==> src/rtl/pc_stack_unit.sv <==
// Program counter with step/jump/relative-branch control and a LIFO return stack.
// Sticky overflow/underflow flags record misuse of the return stack until rst or init_load.
module pc_stack_unit #(
    parameter int WIDTH    = 9,
    parameter int STEP     = 4,
    parameter int DEPTH    = 4,
    parameter int RESET_PC = 0
) (
    input  logic                       clk,
    input  logic                       rst,
    input  logic                       en,
    input  logic                       init_load,
    input  logic [WIDTH-1:0]           init_pc,
    input  logic                       jump,
    input  logic [WIDTH-1:0]           jump_target,
    input  logic                       branch,
    input  logic [WIDTH-1:0]           branch_off,
    input  logic                       call,
    input  logic                       ret,
    output logic [WIDTH-1:0]           pc_out,
    output logic [$clog2(DEPTH+1)-1:0] stack_depth,
    output logic                       stack_full,
    output logic                       overflow,
    output logic                       underflow
);

    localparam int DW = $clog2(DEPTH + 1);
    localparam int AW = (DEPTH > 1) ? $clog2(DEPTH) : 1;
    localparam logic [WIDTH-1:0] STEP_W  = WIDTH'(STEP);
    localparam logic [WIDTH-1:0] RESET_W = WIDTH'(RESET_PC);
    localparam logic [DW-1:0]    DEPTH_W = DW'(DEPTH);

    logic [WIDTH-1:0] stack_mem [DEPTH];
    logic [WIDTH-1:0] pc_seq;
    logic [DW-1:0]    depth_dec;
    logic [AW-1:0]    push_idx;
    logic [AW-1:0]    pop_idx;
    logic             stack_empty;
    logic             do_push;

    assign pc_seq      = pc_out + STEP_W;
    assign depth_dec   = stack_depth - DW'(1);
    // Push index is only used while not full, so depth fits in AW bits.
    assign push_idx    = stack_depth[AW-1:0];
    assign pop_idx     = depth_dec[AW-1:0];
    assign stack_empty = (stack_depth == '0);
    assign stack_full  = (stack_depth == DEPTH_W);
    assign do_push     = !rst && !init_load && en && !ret && call && !stack_full;

    always_ff @(posedge clk) begin
        if (rst) begin
            pc_out      <= RESET_W;
            stack_depth <= '0;
            overflow    <= 1'b0;
            underflow   <= 1'b0;
        end else if (init_load) begin
            pc_out      <= init_pc;
            stack_depth <= '0;
            overflow    <= 1'b0;
            underflow   <= 1'b0;
        end else if (en) begin
            if (ret) begin
                if (stack_empty) begin
                    underflow <= 1'b1;
                end else begin
                    pc_out      <= stack_mem[pop_idx];
                    stack_depth <= depth_dec;
                end
            end else if (call) begin
                if (stack_full) begin
                    overflow <= 1'b1;
                end else begin
                    pc_out      <= jump_target;
                    stack_depth <= stack_depth + DW'(1);
                end
            end else if (jump) begin
                pc_out <= jump_target;
            end else if (branch) begin
                pc_out <= pc_out + branch_off;
            end else begin
                pc_out <= pc_seq;
            end
        end
    end

    // Stack contents need no reset; only entries below stack_depth are ever read.
    always_ff @(posedge clk) begin
        if (do_push) begin
            stack_mem[push_idx] <= pc_seq;
        end
    end

endmodule

==> config.mk <==
export PLATFORM = sky130hd
export DESIGN_NAME = pc_stack_unit
export DESIGN_NICKNAME = d
export VERILOG_FILES = /design/src/rtl/pc_stack_unit.sv
export SDC_FILE = /design/constraint.sdc
export NUM_CORES = 1
export LEC_CHECK = 0
export BUFFER_PORTS_ARGS = -buffer_cell sky130_fd_sc_hd__buf_2
export CAP_MARGIN = 20
export CORE_MARGIN = 8
export CORE_UTILIZATION = 53
export DETAILED_ROUTE_END_ITERATION = 8
export PLACE_DENSITY = 0.76
export SLEW_MARGIN = 20
export SYNTH_ARGS = -nofsm -noshare
export SYNTH_HDL_FRONTEND = slang
export SYNTH_SLANG_ARGS = --single-unit
==> constraint.sdc <==
create_clock -name clk -period 2.35 [get_ports clk]
set_clock_uncertainty 0.15 [all_clocks]
set_input_delay 0.1175 -clock clk [delete_from_list [all_inputs] [get_ports clk]]
set_output_delay 0.1175 -clock clk [all_outputs]
set_load 0.02 [all_outputs]
=== Word-level counts from Yosys, hierarchy flattened ===
Memory sizes are Yosys's and may differ from the RTL's.
Index checks and enable logic that the tools add are counted.

* Register bits: 14
* Bits in writable memories: 36
* Output and inout bits: 15
* Logic and storage cells: 46
* Memories kept: 1

{| class="wikitable"
|+ Memory list
! name !! depth !! width !! read ports !! clocked after Yosys merged registers in !! write ports !! RTL line !! source
|-
| stack_mem || 4 || 9 || 1 || 0 || 1 || 33 || <nowiki>logic [WIDTH-1:0] stack_mem [DEPTH];</nowiki>
|}

* Add/sub/neg operators: 4
* Equal/unequal tests: 5
* Mux-type cells: 14
* Bitwise logic cells: 1
* Reduce and logical (&&, ||, !) cells: 17

{| class="wikitable"
|+ Operators with widths
! operator !! count
|-
| $mux 9 || 8
|-
| $mux 3 || 4
|-
| $add 9x3->9 const B || 1
|-
| $add 9x9->9 || 1
|-
| $reduce_and 4->1 || 2
|-
| $reduce_and 3->1 || 2
|-
| $logic_and 1x1->1 || 5
|-
| $logic_not 1->1 || 4
|-
| $ne 2x2->1 const B || 2
|-
| $ne 4x4->1 const B || 1
|-
| $reduce_bool 2->1 || 2
|-
| $add 3x1->3 const B || 1
|-
| $eq 3x3->1 const B || 1
|-
| $logic_not 3->1 || 1
|-
| $ne 3x3->1 const B || 1
|-
| $sub 3x1->3 const B || 1
|-
| $mux 1 || 2
|-
| $reduce_or 2->1 || 1
|-
| $not 1->1 || 1
|}

=== Depth between registers and ports, before layout ===
Gate-level depths: netlist of the first run.

* Depth in word-level cells: 8
* Depth in mapped cells: 9
* Mapped depth without buffers: 7

=== Worst setup path before layout of the first run ===
No wires, ideal clock.

* Path kind: register to register
* Start: reg stack_depth[0]
* End: mem stack_mem[0][0] (enable)
* Arrival: 1.943 ns
* Data required time: 1.863 ns
* Setup slack: -0.080 ns
* Stages on the path, launching flop included: 8
* Buffers on the path: 1
* Period minus slack after synthesis: 2.430 ns
* Cells stage by stage: dfxtp_1 buf_4 inv_1 ha_1 nand2_1 inv_1 nor3_1 and2_1

* Longest elaborated chain between the ends: 5

{| class="wikitable"
|+ RTL lines
! item !! RTL line !! source
|-
| from (decl) || 21 || <nowiki>output logic [$clog2(DEPTH+1)-1:0] stack_depth,</nowiki>
|-
| from (signal assigned) || 67 || <nowiki>stack_depth <= depth_dec;</nowiki>
|-
| from (signal assigned) || 74 || <nowiki>stack_depth <= stack_depth + DW'(1);</nowiki>
|-
| $eq 3x3->1 || 47 || <nowiki>assign stack_full = (stack_depth == DEPTH_W);</nowiki>
|-
| named net stack_full || 22 || <nowiki>output logic stack_full,</nowiki>
|-
| $logic_not 1->1 || 48 || <nowiki>assign do_push = !rst && !init_load && en && !ret && call && !stack_full;</nowiki>
|-
| $logic_and 1x1->1 || 48 ||
|-
| $mux 1 || 88 || <nowiki>if (do_push) begin</nowiki>
|-
| $mux 1 (not written as such) || 89 || <nowiki>stack_mem[push_idx] <= pc_seq;</nowiki>
|-
| to (decl) || 33 ||
|}

The timed path passes the listed nets, and every way through them passes these cells.

=== Worst setup path in the final report of the first run ===
* Start: reg pc_out[0]
* End: reg pc_out[8]

* Longest elaborated chain between the ends: 7
* Elaborated cells on any way between the ends: 8
* Those cells by class: add/sub (2); mux (6)

{| class="wikitable"
|+ RTL lines
! item !! RTL line !! source
|-
| from (decl) || 20 || <nowiki>output logic [WIDTH-1:0] pc_out,</nowiki>
|-
| from (signal assigned) || 57 || <nowiki>pc_out <= init_pc;</nowiki>
|-
| from (signal assigned) || 66 || <nowiki>pc_out <= stack_mem[pop_idx];</nowiki>
|-
| from (signal assigned) || 73 || <nowiki>pc_out <= jump_target;</nowiki>
|-
| $add 9x3->9 or $add 9x9->9 (tied branches) || 41, 79 ||
|-
| $mux 9 (*) || 78 || <nowiki>end else if (branch) begin</nowiki>
|-
| $mux 9 (*) || 76 || <nowiki>end else if (jump) begin</nowiki>
|-
| $mux 9 (*) || 69 || <nowiki>end else if (call) begin</nowiki>
|-
| $mux 9 (*) || 62 || <nowiki>if (ret) begin</nowiki>
|-
| $mux 9 (*) || 61 || <nowiki>end else if (en) begin</nowiki>
|-
| $mux 9 (*) || 56 || <nowiki>end else if (init_load) begin</nowiki>
|}

Mark *: on every way between the ends. The rest lies on a longest branch, timed or not. The select of a mux whose other input is x is not followed.
A chain may end at the register's enable or synchronous reset.

==> results of run 1 <==
==> logic make-up (layout without fill, tap and decap cells) <==
| logic type | count (synthesis) | count (layout) |
|---|---|---|
| and+or+nand+nor | 83 | 83 |
| adders and majority gates | 15 | 15 |
| muxes | 13 | 13 |
| AOI/OAI and AO/OA | 65 | 65 |
| xor gates and xnor gates | 11 | 11 |
| DFF | 50 | 50 |
| buffers and inverters | 29 | 86 |
==> worst register-to-register path, cell delays in order, from the launching register on <==
cell and delay, ns:
dfxtp_1 0.33, ha_1 0.20, fa_1 0.43, a21o_1 0.18, a21oi_1 0.22, o2bb2ai_1 0.15, mux2i_1 0.16, o32ai_2 0.26
==> cell usage after synthesis (3+ instances only) <==
library cell / count
edfxtp_1: 36
nor3b_1: 3
buf_2: 4
o21ai_0: 3
ha_1: 14
nand2b_1: 3
o211ai_1: 3
buf_4: 4
xnor2_1: 5
a21o_1: 3
nand2_1: 18
nand4_1: 3
and2_1: 4
a221oi_1: 5
a211oi_1: 5
inv_1: 12
nand3_1: 8
a21oi_1: 21
dfxtp_1: 14
mux4_2: 9
a211o_1: 5
nor2b_1: 6
or3_1: 4
xor2_1: 6
nor2_1: 20
mux2i_1: 4
clkbuf_1: 8
nor3_1: 3
==> final timing paths <==
path,start,end,cells after the start
hold / removal,init_pc[0],pc_out[0],3
hold reg to reg,overflow,overflow,1
setup reg to reg,pc_out[0],pc_out[8],7
setup / recovery,pc_out[0],pc_out[8],7
==> power breakdown <==
part | internal [mW] | total [mW] | leakage (nW) | switching (mW)
clock network | 0.210 | 0.521 | 0.0458 | 0.311
registers | 0.970 | 0.993 | 0.442 | 0.0224
logic | 0.167 | 0.400 | 0.900 | 0.233
==> metrics by stage <==
step,power (mW),cells,setup WS (ns),util
2_1_floorplan,1.27,266,0.00892,-
3_3_place_gp,1.39,381,0.303,0.599
3_5_place_dp,1.40,381,0.207,0.599
4_1_cts,1.91,395,0.197,0.627
5_1_grt,1.99,395,0.0622,0.627
6_report,1.91,395,0.185,0.627
==> area by class of cell <==
class	count	area [sq um]	share of cell area
Clock buffer	5	68.8	0.0202
Multi-Input combinational cell	187	1440	0.421
Clock inverter	3	21.3	0.00624
Sequential cell	50	1360	0.399
Timing Repair Buffer	66	388	0.114
Inverter	12	45.0	0.0132
Tap cell	72	90.1	0.0264
==> timing repair <==
item | CTS | global route
setup buffers | 0 | 0
endpoints found under the hold margin | 6 | 0
gates resized for setup | 0 | 0
hold buffers | 6 | 0
endpoints found under the setup margin | 0 | 0
==> per-layer routing <==
metal | GRT usage | up-vias | wire, um
met4 | 0.0513 | 0 | 86
met3 | 0.0549 | 8 | 631
met2 | 0.312 | 100 | 3610
met1 | 0.231 | 1146 | 3300
li1 | - | 1112 | -
met5 | 0 | - | 0
==> registers in the layout, indices dropped and copies added (netlist names) <==
| register | flops |
|---|---|
| stack_depth | 3 |
| overflow | 1 |
| stack_mem | 36 |
| underflow | 1 |
| pc_out | 9 |
==> summary.md, run 1 <==
| Metric | Value |
|---|---|
| Status | `complete, no violations` |
| Register area share after synthesis | `0.465` |
| Slew HR | `0.703` |
| Row count | `27` |
| CP required | `2.43 ns` |
| Drt first-iter violations | `237` |
| Post-synthesis cell count | `266` |
| Num ports | `50` |
| DR vias/cell | `5.99` |
| Initial core utilization | `0.539` |
| DR WL/cell | `19.3 um` |
| Number of synthesized flops with an enable pin | `36` |
| Post-synthesis compound-gate area fraction | `0.161` |
| Final hold vios | `0` |
| Hold slack final | `0.0102 ns` |
| Post-synthesis adder-cell area fraction | `0.0666` |
| CP delay by family, top | `compound AO/OA/AOI/OAI gates` |
| Fill count | `449` |
| Synth-to-Final Area Change | `16.4%` |
| Setup tns final | `0 ns` |
| Tightest Pin Transition | `0.439 ns` |
| Commonest non-fill, non-tap cell in the layout | `buf_2` |
| Post-synth top area share | `0.369` |
| Layout cells sized above 1 | `0.257` |
| N_diodes | `0` |
| GR Overflow Total | `0` |
| Initial antenna violation count | `0` |
| Final period utilization | `0.921` |
| Multiplexer share of the synthesized area | `0.0829` |
| Via count | `2366` |
| XOR/XNOR Fraction of Synth Area | `0.0329` |
| Flop-to-flop setup slack | `0.18 ns` |
| CTS clk-pin slew, worst paths | `0.10 ns` |
| Worst stage delay on the critical path | `0.43 ns` |
| Slowest cell on crit path | `fa_1` |
| Synth warn | `0` |
| CP bufs+invs | `0` |
| CP cell instances | `ha_1 > fa_1 > a21o_1 > a21oi_1 > o2bb2ai_1 > mux2i_1 > o32ai_2` |
| Clock Tree Buf Depth | `2` |
| Cell Area, Synth | `2930 sq um` |
| VDD IR-drop max | `0.000423 V` |
| DRT antenna net count | `0` |
| H-tree levels | `2` |
| Syn nets | `316` |
| Max-cap violations | `0` |
| CTS tree | `built` |
| Max FO, Critical Path | `3` |
| HP Class | `in2reg` |
| Simple-Gate Fraction of Synth Area | `0.146` |
| Overall Global Routing Usage | `0.188` |
| Clock root cell | `clkbuf_8` |
| Startpoint class of the critical path | `register` |
| Post-route cell area | `3410 sq um` |
| First-pass GRT wire length | `12100 um` |
| Die W | `90.3 um` |
| Largest net degree at the start of global routing | `25` |
| RePlAce Congestion | `0.889` |
| Max-slew violation count | `0` |
| CTS Sinks | `50` |
| Ys async rst share | `0` |
| Top_reg_cell synth | `edfxtp_1` |
| Main combinational cell family by area after synthesis | `compound AO/OA/AOI/OAI gates` |
| CP Data Arrival Time | `2.25 ns` |
| CP endpoint kind | `register` |
| Nets | `372` |
| Post-layout min period | `2.17 ns` |
| Number of remaining DRC errors | `0` |
| Die height | `90.3 um` |
| Hpwl dp | `5640 um` |
| Post-Route WL | `7620 um` |
| Core area | `5440 sq um` |
| Area leader, netlist | `edfxtp_1` |
| Crit path kind | `reg2reg` |
| Achievable Freq | `0.462 GHz` |
| TritonRoute pass-1 iters | `5` |
| Top cells by area, synth | `edfxtp_1 (37%), dfxtp_1 (9.6%), mux4_2 (6.9%)` |
| Area post-placement | `3260 sq um` |
| Commonest cells after routing, fill and taps aside | `buf_2 (49), edfxtp_1 (36), a21oi_1 (21)` |
| Full die area | `8160 sq um` |
| Worst-Skew Late Latency | `0.32 ns` |
| RSZ-0062 raised after global routing | `false` |
| CTS buffer count | `5` |
| Cell area power density | `561 nW/um^2` |
| # setup viols final | `0` |
| Buffers on Ports | `49` |
| Lkg Pwr | `1.39 nW` |
| Distinct cell type count after synthesis | `55` |
| Syn avg cell area | `11.0 sq um` |
| Post-synthesis register bit count | `50` |
| Vias in the first global route | `2379` |
Note: power is estimated with default switching activity, not from simulation.
==> run 2: changes to the inputs <==
Settings changed: CORE_UTILIZATION 53 to 51, GPL_TIMING_DRIVEN from default to 0.
Clock period 2.35 ns to 1.76 ns, I/O delays scaled along.
==> summary.md, run 2 (synthesis results as in run 1) <==
| Metric | Value |
|---|---|
| Row count | `27 (unchanged)` |
| Achievable Freq | `0.482 GHz (was 0.462 GHz)` |
| Worst-Skew Late Latency | `0.30 ns (was 0.32 ns)` |
| DRT antenna net count | `0 (unchanged)` |
| Commonest non-fill, non-tap cell in the layout | `buf_2 (unchanged)` |
| First-pass GRT wire length | `12700 um (was 12100 um)` |
| CP Data Arrival Time | `2.14 ns (was 2.25 ns)` |
| Top Registers | `stack_mem: 36 flops, pc_out: 9 flops, stack_depth: 3 flops (unchanged)` |
| Layout cells sized above 1 | `0.416 (was 0.257)` |
| Largest register FFs | `36 (unchanged)` |
| Fin worst setup slack | `-0.313 ns (was 0.185 ns)` |
| Switching share of total power | `0.280 (was 0.296)` |
| Drt first-iter violations | `237 (unchanged)` |
| Lkg Pwr | `1.57 nW (was 1.39 nW)` |
| Full die area | `8420 sq um (was 8160 sq um)` |
| Max FO, Critical Path | `2 (was 3)` |
| Crit path kind | `reg2reg (unchanged)` |
| HP Class | `in2reg (unchanged)` |
| Startpoint class of the critical path | `register (unchanged)` |
| Failing checks | `DRC, setup timing` |
| Sequential share of power | `0.468 (was 0.519)` |
| Hpwl dp | `5590 um (was 5640 um)` |
| Worst Reg-to-Reg Cells | `9 (was 7)` |
| Tightest Pin Transition | `0.717 ns (was 0.439 ns)` |
| NetSw | `799 uW (was 566 uW)` |
| Cell area power density | `726 nW/um^2 (was 561 nW/um^2)` |
| Commonest cells after routing, fill and taps aside | `buf_2 (49), edfxtp_1 (36), buf_4 (21) (was buf_2 (49), edfxtp_1 (36), a21oi_1 (21))` |
| Int Pwr | `2.05 mW (was 1.35 mW)` |
| Slew HR | `0.520 (was 0.703)` |
| GR Overflow Total | `0 (unchanged)` |
| Status | `finished with violations (was complete, no violations)` |
| RSZ-0062 raised after global routing | `true (was false)` |
| Max-cap violations | `0 (unchanged)` |
| CP endpoint kind | `register (unchanged)` |
| Clock Tree Buf Depth | `2 (unchanged)` |
| CTS tree | `built (unchanged)` |
| Vias in the first global route | `2558 (was 2379)` |
| Largest net degree at the start of global routing | `18 (was 25)` |
| Post-layout min period | `2.07 ns (was 2.17 ns)` |
| Synth-to-Final Area Change | `33.9% (was 16.4%)` |
| Largest register by flop count | `stack_mem (unchanged)` |
| Gate power share | `0.242 (was 0.209)` |
| CTS Sinks | `50 (unchanged)` |
| H-tree levels | `2 (unchanged)` |
| Hold slack final | `0.0160 ns (was 0.0102 ns)` |
| Max-slew violation count | `0 (unchanged)` |
| DR vias/cell | `5.96 (was 5.99)` |
| Worst slack, placed | `-0.375 ns (was 0.207 ns)` |
| VDD IR-drop max | `0.000553 V (was 0.000423 V)` |
| Clock power frac | `0.290 (was 0.272)` |
| Initial antenna violation count | `0 (unchanged)` |
| CTS buffer count | `5 (unchanged)` |
| Num ports | `50 (unchanged)` |
| Die W | `91.8 um (was 90.3 um)` |
| Clock root cell | `clkbuf_8 (unchanged)` |
| Post-Route WL | `8140 um (was 7620 um)` |
| Die height | `91.8 um (was 90.3 um)` |
| # setup viols final | `8 (was 0)` |
| Final period utilization | `1.18 (was 0.921)` |
| TritonRoute pass-1 iters | `7 (was 5)` |
| Buffers on Ports | `48 (was 49)` |
| Worst Hold Depth | `3 (unchanged)` |
| Initial core utilization | `0.529 (was 0.539)` |
| N_diodes | `0 (unchanged)` |
| DR WL/cell | `19.2 um (was 19.3 um)` |
| RePlAce Congestion | `0.851 (was 0.889)` |
| Overall Global Routing Usage | `0.189 (was 0.188)` |
| CTS clk-pin slew, worst paths | `0.10 ns (about the same)` |
| Final hold vios | `0 (unchanged)` |
| Nets | `402 (was 372)` |
| Number of remaining DRC errors | `1 (was 0)` |
| CP required | `1.82 ns (was 2.43 ns)` |
| Core area | `5540 sq um (was 5440 sq um)` |
| Via count | `2535 (was 2366)` |
-- run 2: through the flow --
stage	cell area [sq um]	power, mW	setup TNS [ns]	utilization	std cells
finish	3920	2.85	-1.51	0.708	425
global route	3920	2.95	-2.25	0.708	425
CTS	3760	2.77	-1.68	0.679	415
detailed placement	3400	1.90	-4.54	0.614	386
global placement	3400	1.89	-4.16	0.614	386
floorplan	3070	1.73	-0.900	-	266
-- run 2: path summary, 6_finish.rpt --
check	start	slack, ns	to
hold / removal	init_pc[5]	0.02	pc_out[5]
setup reg to reg	pc_out[0]	-0.31	pc_out[2]
hold reg to reg	overflow	0.32	overflow
setup / recovery	pc_out[0]	-0.31	pc_out[2]
-- run 2: critical path, stage by stage, from the launching register on --
cell and delay, ns:
dfxtp_4 0.36, ha_4 0.16, fa_2 0.35, buf_6 0.13
buf_4 0.13, xor2_2 0.13, a21oi_2 0.07, o21ai_1 0.16
nand4_1 0.11, a221oi_1 0.24
-- run 2: power by group through the flow --
| stage | Combinational (mW) | Clock, mW | Sequential [mW] |
|---|---|---|---|
| 6_report | 0.690 | 0.825 | 1.33 |
| 5_1_grt | 0.743 | 0.872 | 1.34 |
| 4_1_cts | 0.604 | 0.836 | 1.33 |
| 3_5_place_dp | 0.532 | 0 | 1.37 |
| 3_3_place_gp | 0.527 | 0 | 1.36 |
| 2_1_floorplan | 0.360 | 0 | 1.37 |
-- run 2: final cells by class --
class / instances / area (sq um)
buffer: 14 / 80.1
clock buffer: 5 / 68.8
fill: 427 / 1620
clock inverter: 3 / 47.5
tap: 72 / 90.1
multi-input combinational: 191 / 1670
sequential: 50 / 1390
timing repair buffer: 78 / 519
inverter: 12 / 60.1
-- run 2: metal layers --
metal	track usage	vias to the layer above	share of wire
li1	-	1183	-
met1	0.232	1215	0.41
met2	0.324	119	0.50
met3	0.0465	18	0.075
met4	0.0470	0	0.016
met5	0	-	0
-- run 2: what timing repair did --
| action | in CTS | in global routing |
|---|---|---|
| buffers inserted | 12 | 11 |
| gates cloned | 4 | 0 |
| setup endpoints to repair | 46 | 46 |
| pin swaps | 21 | 16 |
| endpoints found under the hold margin | 7 | 0 |
| hold buffers | 7 | 0 |
| resized for setup | 20 | 21 |
